[src/rtl/parking_pkg.sv]
// Shared definitions for the parking lot controller.
//
// Holds the per-gate passage FSM state encoding and the sensor-pair
// codes {SA,SB} used by both the gate FSM and the top level.
package parking_pkg;

  localparam int STATE_W = 3;

  typedef enum logic [STATE_W-1:0] {
    ST_IDLE = 3'd0,
    ST_IN1  = 3'd1,
    ST_IN2  = 3'd2,
    ST_IN3  = 3'd3,
    ST_OUT1 = 3'd4,
    ST_OUT2 = 3'd5,
    ST_OUT3 = 3'd6
  } gate_state_t;

  // Sensor pair codes, written as {SA,SB}; SA is the outer beam.
  localparam logic [1:0] AB_00 = 2'b00;
  localparam logic [1:0] AB_01 = 2'b01;
  localparam logic [1:0] AB_10 = 2'b10;
  localparam logic [1:0] AB_11 = 2'b11;

endpackage

[src/rtl/parking_gate_fsm.sv]
// Passage detector for one bidirectional gate.
//
// Tracks a vehicle crossing the outer (SA) and inner (SB) beams. A full
// outer->inner sequence produces a one-cycle ENTER pulse, and a full
// inner->outer sequence produces a one-cycle EXIT pulse. Any sensor
// pattern that does not fit a passage returns the FSM to IDLE silently.
//
// Ports:
//   CLK     : rising-edge clock
//   RESET_N : asynchronous active-low reset
//   SA, SB  : outer / inner beam, 1 = blocked
//   ENTER   : registered one-cycle pulse on completed entry
//   EXIT    : registered one-cycle pulse on completed exit
//   S       : current state (parking_pkg encoding)
module parking_gate_fsm
  import parking_pkg::*;
(
  input  logic               CLK,
  input  logic               RESET_N,
  input  logic               SA,
  input  logic               SB,
  output logic               ENTER,
  output logic               EXIT,
  output logic [STATE_W-1:0] S
);

  gate_state_t state;
  logic [1:0]  ab;

  assign ab = {SA, SB};
  assign S  = state;

  // Each state has exactly one "holding" sensor code, the one that led
  // into it, so no copy of the previous input is needed to detect a
  // change.
  always_ff @(posedge CLK or negedge RESET_N) begin
    if (!RESET_N) begin
      state <= ST_IDLE;
      ENTER <= 1'b0;
      EXIT  <= 1'b0;
    end else begin
      ENTER <= 1'b0;
      EXIT  <= 1'b0;
      case (state)
        ST_IDLE: begin
          case (ab)
            AB_10:   state <= ST_IN1;
            AB_01:   state <= ST_OUT1;
            default: state <= ST_IDLE;
          endcase
        end
        ST_IN1: begin
          case (ab)
            AB_10:   state <= ST_IN1;
            AB_11:   state <= ST_IN2;
            default: state <= ST_IDLE;
          endcase
        end
        ST_IN2: begin
          case (ab)
            AB_11:   state <= ST_IN2;
            AB_01:   state <= ST_IN3;
            AB_10:   state <= ST_IN1;
            default: state <= ST_IDLE;
          endcase
        end
        ST_IN3: begin
          case (ab)
            AB_01:   state <= ST_IN3;
            AB_11:   state <= ST_IN2;
            AB_00: begin
              state <= ST_IDLE;
              ENTER <= 1'b1;
            end
            default: state <= ST_IDLE;
          endcase
        end
        ST_OUT1: begin
          case (ab)
            AB_01:   state <= ST_OUT1;
            AB_11:   state <= ST_OUT2;
            default: state <= ST_IDLE;
          endcase
        end
        ST_OUT2: begin
          case (ab)
            AB_11:   state <= ST_OUT2;
            AB_10:   state <= ST_OUT3;
            AB_01:   state <= ST_OUT1;
            default: state <= ST_IDLE;
          endcase
        end
        ST_OUT3: begin
          case (ab)
            AB_10:   state <= ST_OUT3;
            AB_11:   state <= ST_OUT2;
            AB_00: begin
              state <= ST_IDLE;
              EXIT  <= 1'b1;
            end
            default: state <= ST_IDLE;
          endcase
        end
        default: state <= ST_IDLE;
      endcase
    end
  end

endmodule

[src/rtl/parking_lot_ctrl.sv]
// Parking lot occupancy controller.
//
// One passage FSM per gate feeds a saturating occupancy counter. Entries
// and exits occurring in the same cycle are netted before saturation, so
// they cancel. Lost entries/exits set sticky OVF/UNF flags.
//
// Ports:
//   CLK, RESET_N : clock and asynchronous active-low reset
//   SA, SB       : per-gate outer / inner beam sensors, 1 = blocked
//   CLR_ERR      : clears OVF/UNF (a simultaneous new event wins)
//   ENTER, EXIT  : per-gate one-cycle passage pulses
//   COUNT        : occupied spaces, 0..CAPACITY
//   FULL, EMPTY  : COUNT==CAPACITY / COUNT==0
//   OVF, UNF     : sticky saturation flags
//   S            : per-gate FSM state, gate g at [3g+2:3g]
module parking_lot_ctrl
  import parking_pkg::*;
#(
  parameter int GATES    = 2,
  parameter int CAPACITY = 8,
  parameter int CNT_W    = $clog2(CAPACITY + 1)
) (
  input  logic                     CLK,
  input  logic                     RESET_N,
  input  logic [GATES-1:0]         SA,
  input  logic [GATES-1:0]         SB,
  input  logic                     CLR_ERR,
  output logic [GATES-1:0]         ENTER,
  output logic [GATES-1:0]         EXIT,
  output logic [CNT_W-1:0]         COUNT,
  output logic                     FULL,
  output logic                     EMPTY,
  output logic                     OVF,
  output logic                     UNF,
  output logic [STATE_W*GATES-1:0] S
);

  // Two extra bits: one for the sign, one so COUNT+net can exceed
  // CAPACITY without wrapping.
  localparam int SUM_W = CNT_W + 2;
  localparam logic signed [SUM_W-1:0] CAP_S = SUM_W'(CAPACITY);

  function automatic logic signed [SUM_W-1:0] popcount(input logic [GATES-1:0] v);
    logic signed [SUM_W-1:0] acc;
    acc = '0;
    for (int i = 0; i < GATES; i++) begin
      acc = acc + $signed({{(SUM_W-1){1'b0}}, v[i]});
    end
    return acc;
  endfunction

  function automatic logic [CNT_W-1:0] sat_count(input logic signed [SUM_W-1:0] v);
    if (v[SUM_W-1]) begin
      return '0;
    end else if (v > CAP_S) begin
      return CNT_W'(CAPACITY);
    end else begin
      return v[CNT_W-1:0];
    end
  endfunction

  // ---- stage p0: per-gate passage detection (registered pulses) ----
  for (genvar g = 0; g < GATES; g++) begin : g_gate
    parking_gate_fsm u_gate (
      .CLK     (CLK),
      .RESET_N (RESET_N),
      .SA      (SA[g]),
      .SB      (SB[g]),
      .ENTER   (ENTER[g]),
      .EXIT    (EXIT[g]),
      .S       (S[STATE_W*g +: STATE_W])
    );
  end

  logic signed [SUM_W-1:0] net_p0;
  logic signed [SUM_W-1:0] sum_p0;
  logic                    ovf_evt_p0;
  logic                    unf_evt_p0;

  assign net_p0     = popcount(ENTER) - popcount(EXIT);
  assign sum_p0     = $signed({2'b00, COUNT}) + net_p0;
  assign ovf_evt_p0 = (sum_p0 > CAP_S);
  assign unf_evt_p0 = sum_p0[SUM_W-1];

  // ---- stage p1: saturating occupancy counter and sticky flags ----
  always_ff @(posedge CLK or negedge RESET_N) begin
    if (!RESET_N) begin
      COUNT <= '0;
      OVF   <= 1'b0;
      UNF   <= 1'b0;
    end else begin
      COUNT <= sat_count(sum_p0);
      OVF   <= ovf_evt_p0 | (OVF & ~CLR_ERR);
      UNF   <= unf_evt_p0 | (UNF & ~CLR_ERR);
    end
  end

  assign FULL  = (COUNT == CNT_W'(CAPACITY));
  assign EMPTY = (COUNT == '0);

endmodule

[config.mk]
export PLATFORM = sky130hd
export DESIGN_NAME = parking_lot_ctrl
export DESIGN_NICKNAME = d
export VERILOG_FILES = /design/src/rtl/parking_pkg.sv /design/src/rtl/parking_gate_fsm.sv /design/src/rtl/parking_lot_ctrl.sv
export SDC_FILE = /design/constraint.sdc
export NUM_CORES = 1
export LEC_CHECK = 0
export CAP_MARGIN = 20
export CORE_MARGIN = 3
export CORE_UTILIZATION = 49
export DETAILED_ROUTE_END_ITERATION = 8
export PLACE_DENSITY_LB_ADDON = 0.08
export SLEW_MARGIN = 20
export SYNTH_ARGS = -nofsm -noshare
export SYNTH_HDL_FRONTEND = slang
export SYNTH_SLANG_ARGS = --single-unit
[constraint.sdc]
create_clock -name CLK -period 3.7 [get_ports CLK]
set_input_delay 0.37 -clock CLK [delete_from_list [all_inputs] [get_ports CLK]]
set_output_delay 0.37 -clock CLK [all_outputs]
set_load 0.02 [all_outputs]
==> results of run 1 <==
==> where the power goes <==
| group | internal [mW] | leakage (nW) | switching, mW |
|---|---|---|---|
| combinational | 0.230 | 0.466 | 0.221 |
| clock | 0.0378 | 0.0138 | 0.0482 |
| sequential | 0.223 | 0.216 | 0.117 |
| total | 0.491 | 0.697 | 0.386 |
==> Yosys cell counts, types with 4 or more instances <==
master   number
inv_1        16
nor2b_1       4
ha_1         20
nor2_1       10
a21oi_1       6
nand3_1       4
buf_4         4
nand2_1       5
dfrtp_1      16
o21ai_0       9
==> logic make-up after synthesis <==
group,count (synthesis)
AOI/OAI and AO/OA,36
DFF,16
xor gates and xnor gates,3
buffers and inverters,28
muxes,3
and+or+nand+nor,40
adders and majority gates,22
==> registers in the layout, summed over array words and instances (netlist names) <==
| name | cells |
|---|---|
| g_gate.u_gate.S | 6 |
| COUNT | 4 |
| g_gate.u_gate.ENTER | 2 |
| g_gate.u_gate.EXIT | 2 |
| OVF | 1 |
| UNF | 1 |
==> metal layers <==
layer,vias up,GRT usage,routed length (µm)
li1,543,-,-
met1,503,0.2080,1120
met2,14,0.2887,1282
met3,5,0.01316,49
met4,0,0.06954,51
met5,-,0,0
==> worst max-delay path: cells and delay by family, from the launching register on <==
kind	cells	cell delay, ps
adders and majority gates	4	1480
DFF	1	410
xor gates and xnor gates	2	320
and+or+nand+nor	1	210
AOI/OAI and AO/OA	1	170
buffers and inverters	2	110
==> through the flow <==
stage | util | instances | instance area, µm²
detailed placement | 0.6116 | 190 | 1556
global route | 0.6205 | 193 | 1579
finish | 0.6205 | 193 | 1579
global placement | 0.6116 | 190 | 1556
floorplan | - | 148 | 1354
CTS | 0.6205 | 193 | 1579
==> worst max path at each step <==
stage                     startpoint  slack [ps]   to
2_1_floorplan  g_gate[0].u_gate.EXIT        1100  OVF
3_5_place_dp   g_gate[0].u_gate.EXIT         890  OVF
4_1_cts        g_gate[0].u_gate.EXIT         870  OVF
6_report       g_gate[0].u_gate.EXIT         910  OVF
3_3_place_gp   g_gate[0].u_gate.EXIT         960  OVF
5_1_grt        g_gate[0].u_gate.EXIT         710  UNF
==> cell type report <==
class	instances	area, µm²	area share
inverters	16	60.06	0.03803
clock buffers	3	22.52	0.01426
repair buffers	24	240.2	0.1521
multi-input cells	104	818.3	0.5182
flip-flops and latches	16	400.4	0.2536
well taps	30	37.54	0.02377
==> results.cfg, run 1 <==
[timing]
tns_ps = 0
hold_ws_ps = 502.1
period_share = 0.7547
report.final.slew_viol_count = 0
rsz0062_at_grt = no
relSlewSlack = 0.5379
clock_skew_ps = 2.604
setup_viol = 0
min_period_ps = 2792
hold_viol = 0
max_freq_mhz = 358.1
worst_pin_slew_ps = 691.0
finalWorstSetupSlack_ps = 907.8

[worst_setup_path]
arrival_ps = 2990
path_class = flop to flop
max_stage_delay_ps = 540
r2r_end = OVF
worstPathMaxFanout = 5
worstPathRequired_ps = 3900
startpoint_type = flop
cp-end-kind = flop
critPathSlowestCell = fa_1
rrSetupSlack_ps = 910
path_cells = fa_1, inv_1, ha_1, ha_1, inv_1, fa_1, xnor2_1, xnor2_1, and3_1, o2111ai_1
r2r-start = g_gate[0].u_gate.EXIT
reg2reg_depth = 10

[grt]
grt_pass1_wl_um = 4464
grt_overflow = 0
grt_use_total = 0.1651
grt_max_degree = 17
grt_pass1_vias = 1003
antenna_found_initial = 0

[detailed_routing]
drt_first_pass_iters = 4
routed_via_density = 5.518
avgRoutedWirePerCell_um = 12.97
ant_nets = 0
drtIter0Drc = 53
drc = 0
via_count = 1065
routed_wl_um = 2504

[clocking]
clk_path_buf_depth = 2
cts_root_buf = clkbuf_4
postCtsHoldBufs = 0
worst_skew_pair.late_latency_ps = 280
cts.sinks = 16
cts_setup_buffers = 0
clk_pin_slew_ps = 80
cts-buffers-inserted = 3
htreeDepth = 1
cts_tree = built
cts-resized-gates = 0

[die]
core-area_mm2 = 0.002545
die_w_um = 58.56
dieHeight_um = 58.56
floorplan.initialDensity = 0.5320
io_pins = 25
rows = 18
die_area_mm2 = 0.003429

[logic_synthesis]
synth_top_family_by_area = adder cells
synthFlopType = dfrtp_1
syn_area_mm2 = 0.001354
syn-num-nets = 177
synthMuxAreaShare = 0.02218
yosys-top-cells-area = dfrtp_1 (30%), ha_1 (18%), inv_1 (4.4%)
async_flop_share = 1.000
synth-edff-count = 0
ys_seq_area_frac = 0.2957
synth_cell_type_count = 43
yosysWarnings = 0
synth_compound_area_frac = 0.1811
netlist.area_leader.share = 0.2957
synthAdderAreaFrac = 0.2144
yosysTopAreaCell = dfrtp_1
syn_inst = 148
synth_xor_area_frac = 0.01941
ys_ff_latch = 16
synth_area_per_cell_um2 = 9.147
yosys.area_share.simple = 0.1673

[layout]
layout_common_cells = clkdlybuf4s50_1 (24), ha_1 (20), dfrtp_1 (16), inv_1 (16), nor2_1 (10)
syn_to_final_growth_pct = 16.64
nFillCells = 245
nets = 194
antenna_cells = 0
layout_commonest_cell = clkdlybuf4s50_1
drive_gt1_frac = 0.04908

[power]
power.density_mw_per_mm2 = 555.3
leakage_nw = 0.6965
finalPower_mw = 0.8768
ir_drop_v = 0.0004446

[status]
outcome = finished, final reports clean

[placement]
pre_cts_slack_ps = 888.3
port_buffers = 24
gp_congestion = 0.8236
hpwlAfterDp_um = 2005

[flow_run]
drv_cap = 0

[hold_path]
hp-class = input port to async pin
(Power assumes the default switching activity.)
==> run 2: changes to the inputs <==
--- a/config.mk
+++ b/config.mk
@@ -7,7 +7,7 @@
 export LEC_CHECK = 0
 export CAP_MARGIN = 20
 export CORE_MARGIN = 3
-export CORE_UTILIZATION = 49
+export CORE_UTILIZATION = 47
 export DETAILED_ROUTE_END_ITERATION = 8
 export PLACE_DENSITY_LB_ADDON = 0.08
 export SLEW_MARGIN = 20
==> constraint.sdc (replaced) <==
create_clock -name CLK -period 2.27 [get_ports CLK]
set_input_delay 0.227 -clock CLK [delete_from_list [all_inputs] [get_ports CLK]]
set_output_delay 0.227 -clock CLK [all_outputs]
set_load 0.02 [all_outputs]
==> run 2 against run 1 <==
Net effect: the run now ends with negative setup slack left; clock power is 110% higher; core utilization is 7.9 points higher; register-to-register slack worse by 1200 ps; final area is 16% higher; via count is 7.8% higher; non-clock buffer count is 14 higher; critical path depth stayed put; clock skew is 4.7 ps higher; global-route usage is 1.7 points higher; first-iteration DRC count is 55% higher; die area is 3.8% higher.
==> results.cfg, run 2 (synthesized netlist as in run 1, its figures left out) <==
[status]
outcome = finished with violations
violations = negative setup slack

[die]
floorplan.initialDensity = 0.5182
die_w_um = 59.67
rows = 18
io_pins = 25
die_area_mm2 = 0.003561
core-area_mm2 = 0.002613
dieHeight_um = 59.67

[timing]
finalWorstSetupSlack_ps = -276.5
rsz0062_at_grt = yes
report.final.slew_viol_count = 0
tns_ps = -1361
clock_skew_ps = 7.255
setup_viol = 6
hold_viol = 0
hold_ws_ps = 350.9
relSlewSlack = 0.5386
worst_pin_slew_ps = 689.9
period_share = 1.122
min_period_ps = 2547
max_freq_mhz = 392.7

[detailed_routing]
avgRoutedWirePerCell_um = 13.74
routed_wl_um = 2858
routed_via_density = 5.519
via_count = 1148
drc = 0
ant_nets = 0
drtIter0Drc = 82
drt_first_pass_iters = 4

[layout]
nFillCells = 200
layout_common_cells = clkdlybuf4s50_1 (24), dfrtp_1 (16), ha_1 (15)
drive_gt1_frac = 0.2416
nets = 208
largest_reg_flops = 6
layout_commonest_cell = clkdlybuf4s50_1
antenna_cells = 0
syn_to_final_growth_pct = 34.94
finish.utilization = 0.6992

[worst_setup_path]
max_stage_delay_ps = 550
worstPathRequired_ps = 2430
critPathSlowestCell = fa_1
startpoint_type = flop
rrSetupSlack_ps = -280
worstPathMaxFanout = 3
arrival_ps = 2710
cp-end-kind = flop
path_cells = fa_1, inv_2, ha_4, ha_4, inv_2, fa_2, xnor2_2, xnor2_2, and3_1, o2111ai_1
path_class = flop to flop

[placement]
port_buffers = 24
pre_cts_slack_ps = -267.2
hpwlAfterDp_um = 2202
gp_congestion = 0.7964

[flow_run]
drv_cap = 0

[clocking]
clk_path_buf_depth = 2
worst_skew_pair.late_latency_ps = 280
htreeDepth = 1
cts-buffers-inserted = 3
cts_tree = built
postCtsHoldBufs = 0
cts_root_buf = clkbuf_4
cts.sinks = 16
clk_pin_slew_ps = 100

[power]
finalPower_mw = 1.584
ir_drop_v = 0.0008936
leakage_nw = 0.7709
power.density_mw_per_mm2 = 867.1

[grt]
antenna_found_initial = 0
grt_pass1_wl_um = 4954
grt_pass1_vias = 1100
grt_max_degree = 17
grt_overflow = 0
grt_use_total = 0.1823

[hold_path]
hp-class = input port to async pin
==> run 2: cell count changes in the layout (fill, tap and decap cells not counted), moves of 2 or more <==
cell and change:
xnor2_1 -2, inv_2 +5, buf_6 +2, inv_1 -6, ha_1 -5, buf_4 +12, ha_4 +4, xnor2_2 +2
==> run 2: path summary, 6_finish.rpt <==
kind	start	to	cells past startpoint
worst max-delay path	g_gate[0].u_gate.EXIT	OVF	10
worst min-delay path	RESET_N	g_gate[1].u_gate.S[0]	1
worst max register to register	g_gate[0].u_gate.EXIT	OVF	10
worst min register to register	UNF	UNF	2
max in group asynchronous	RESET_N	COUNT[0]	1
min in group CLK	CLR_ERR	UNF	2
==> run 2: what timing repair did <==
action	in CTS	in global routing
setup endpoints to repair	6	6
gates cloned	0	0
pin swaps	9	12
buffers inserted	2	3
gates resized for setup	9	5
==> run 2: area by class of cell <==
| class | instances | area [µm²] | share of cell area |
|---|---|---|---|
| sequential | 16 | 400.4 | 0.2192 |
| timing repair buffer | 38 | 352.8 | 0.1932 |
| clock buffer | 4 | 36.28 | 0.01986 |
| tap | 30 | 37.54 | 0.02055 |
| inverter | 16 | 62.56 | 0.03425 |
| multi-input combinational | 104 | 937.1 | 0.5130 |
==> run 2: power breakdown <==
group          leakage (nW)  switching, mW  total [mW]  internal [mW]
Sequential            0.216          0.157       0.521          0.364
Combinational         0.533          0.444       0.878          0.434
Clock                0.0210         0.0870       0.184         0.0975
Total                 0.771          0.688        1.58          0.896
==> run 2: per-stage QoR <==
stage	cell area, µm²	cells
6_report	1827	208
5_1_grt	1827	208
4_1_cts	1787	206
3_5_place_dp	1700	200
3_3_place_gp	1700	200
2_1_floorplan	1423	148
==> run 2: metal layers <==
metal,share of wire,vias to the layer above,track usage
li1,-,572,-
met1,0.41,551,0.2130
met2,0.55,21,0.3426
met3,0.025,4,0.01296
met4,0.014,0,0.06646
met5,0,-,0
==> run 2: worst max-delay path: cells and delay by family (launching register included) <==
| family | cells | cell delay, ps |
|---|---|---|
| adder cells (fa/ha/maj) | 4 | 1320 |
| buffers and inverters | 2 | 90 |
| AND/OR/NAND/NOR | 1 | 180 |
| AO/OA/AOI/OAI | 1 | 100 |
| XOR/XNOR | 2 | 350 |
| flip-flops | 1 | 410 |
==> run 3: changes to the inputs <==
--- a/config.mk
+++ b/config.mk
@@ -10,6 +10,7 @@
 export CORE_UTILIZATION = 47
 export DETAILED_ROUTE_END_ITERATION = 8
 export PLACE_DENSITY_LB_ADDON = 0.08
+export SETUP_SLACK_MARGIN = 0.5
 export SLEW_MARGIN = 20
 export SYNTH_ARGS = -nofsm -noshare
 export SYNTH_HDL_FRONTEND = slang
==> run 3 against run 2 <==
Net effect: the flow still finishes with violations (negative setup slack); die area is the same; sequential power grew 1%; power shrank 2.1%; hold slack gained 3.8 ps; sequential share of layout area grew 0.54 points; register-to-register slack is essentially flat; maximum frequency grew 0.19%; clock power is essentially flat; highest routed layer unchanged.
==> results.cfg, run 3 (synthesized netlist as in run 1, its figures left out) <==
[status]
outcome = finished with violations
violations = negative setup slack

[layout]
nets = 208
syn_to_final_growth_pct = 32.90
drive_gt1_frac = 0.2472
largest_reg_flops = 6
nFillCells = 208
layout_commonest_cell = clkdlybuf4s50_1
finish.utilization = 0.6887
layout_common_cells = clkdlybuf4s50_1 (20), ha_1 (16), dfrtp_1 (13), buf_4 (13), inv_1 (10)
antenna_cells = 0
stdcell_area_mm2 = 0.001799
fin_cells = 208

[placement]
hpwlAfterDp_um = 2167
gp_congestion = 0.7977
dp.cells = 200
placed_cell_area_mm2 = 0.001700
pre_cts_slack_ps = -282.1
port_buffers = 24

[clocking]
cts.sinks = 16
worst_skew_pair.late_latency_ps = 280
cts-buffers-inserted = 3
cts_tree = built
clk_pin_slew_ps = 90
postCtsHoldBufs = 0
cts_root_buf = clkbuf_4
clk_path_buf_depth = 2
htreeDepth = 1

[worst_setup_path]
path_class = flop to flop
critPathSlowestCell = fa_1
cp-end-kind = flop
arrival_ps = 2750
worstPathRequired_ps = 2480
startpoint_type = flop
max_stage_delay_ps = 550
cp_top_family = adder cells
path_cells = fa_1, inv_2, ha_4, inv_4, ha_4, inv_2, ha_4, a21o_4, buf_6, o311ai_2, o21ai_1, o21ai_1
critPathBufInv = 4
worstPathMaxFanout = 5
cp_common_cell = ha_4

[detailed_routing]
routed_via_density = 5.500
drt_first_pass_iters = 4
avgRoutedWirePerCell_um = 13.31
routed_wl_um = 2768
ant_nets = 0
drtIter0Drc = 32
via_count = 1144
drc = 0

[grt]
grt_overflow = 0
antenna_found_initial = 0
grt_use_total = 0.1764
grt_max_degree = 17
grt_pass1_wl_um = 4830
grt_pass1_vias = 1091

[power]
leakage_nw = 0.7988
ir_drop_v = 0.0007509
power.density_mw_per_mm2 = 861.8

[die]
die_area_mm2 = 0.003561
io_pins = 25
dieHeight_um = 59.67
rows = 18
core-area_mm2 = 0.002613
floorplan.initialDensity = 0.5182
die_w_um = 59.67

[timing]
rsz0062_at_grt = yes
setup_viol = 6
hold_ws_ps = 354.8
worst_pin_slew_ps = 688.1
relSlewSlack = 0.5399
hold_viol = 0
period_share = 1.120
min_period_ps = 2542
max_freq_mhz = 393.4
report.final.slew_viol_count = 0
clock_skew_ps = 2.226
finalWorstSetupSlack_ps = -271.8

[hold_path]
hp-class = input port to async pin

[flow_run]
drv_cap = 0
run 3: changes by cell type in the layout (fill, tap and decap cells not counted), moves of 2 or more:
cell | previous run | this run
dfrtp_1 | 16 | 13
o21ai_1 | 2 | 4
dfrtp_2 | 0 | 3
dlygate4sd2_1 | 0 | 2
dlymetal6s2s_1 | 0 | 2
clkdlybuf4s50_1 | 24 | 20
run 3: layout make-up:
cell class,count,area [µm²],area share
Clock buffer,4,36.28,0.02017
Inverter,16,62.56,0.03477
Multi-Input combinational cell,104,907.1,0.5042
Sequential cell,16,404.1,0.2246
Tap cell,30,37.54,0.02086
Timing Repair Buffer,38,351.6,0.1954
run 3: power breakdown:
part           internal (mW)  switching, mW  leakage, nW
Sequential             0.369          0.159        0.212
Combinational          0.410          0.429        0.565
Clock                 0.0975         0.0854       0.0210
run 3: per-layer routing:
metal,routed length [µm],global-route usage,vias to the layer above
li1,-,-,572
met1,1168,0.2154,551
met2,1522,0.3241,19
met3,54,0.01296,2
met4,24,0.05696,0
met5,0,0,-
run 3: what timing repair did:
| item | 4_1_cts | 5_1_grt |
|---|---|---|
| hold endpoints to repair | 0 | 0 |
| gates resized for setup | 8 | 9 |
| setup buffers | 2 | 2 |
| gates cloned | 0 | 0 |
| pin swaps | 10 | 4 |
| setup endpoints to repair | 9 | 11 |
run 3: worst register-to-register path, delay by kind of cell, from the launching register on:
kind / cells / cell delay (ps)
AOI/OAI and AO/OA: 4 / 690
adders and majority gates: 4 / 1100
buffers and inverters: 4 / 280
DFF: 1 / 410
run 3: final timing paths:
kind,from,cells after the start,end,slack [ps]
max,g_gate[0].u_gate.EXIT,12,UNF,-270
min,RESET_N,1,g_gate[1].u_gate.S[0],350
max reg2reg,g_gate[0].u_gate.EXIT,12,UNF,-270
min reg2reg,UNF,2,UNF,530
max in group asynchronous,RESET_N,1,g_gate[0].u_gate.S[2],1430
min in group CLK,CLR_ERR,2,UNF,520
run 3: metrics by stage:
step	setup TNS [ps]	total power, mW
2_1_floorplan	-641.1	1.033
3_3_place_gp	-1289	1.342
3_5_place_dp	-1496	1.363
4_1_cts	-1189	1.543
5_1_grt	-2133	1.680
6_report	-1322	1.550
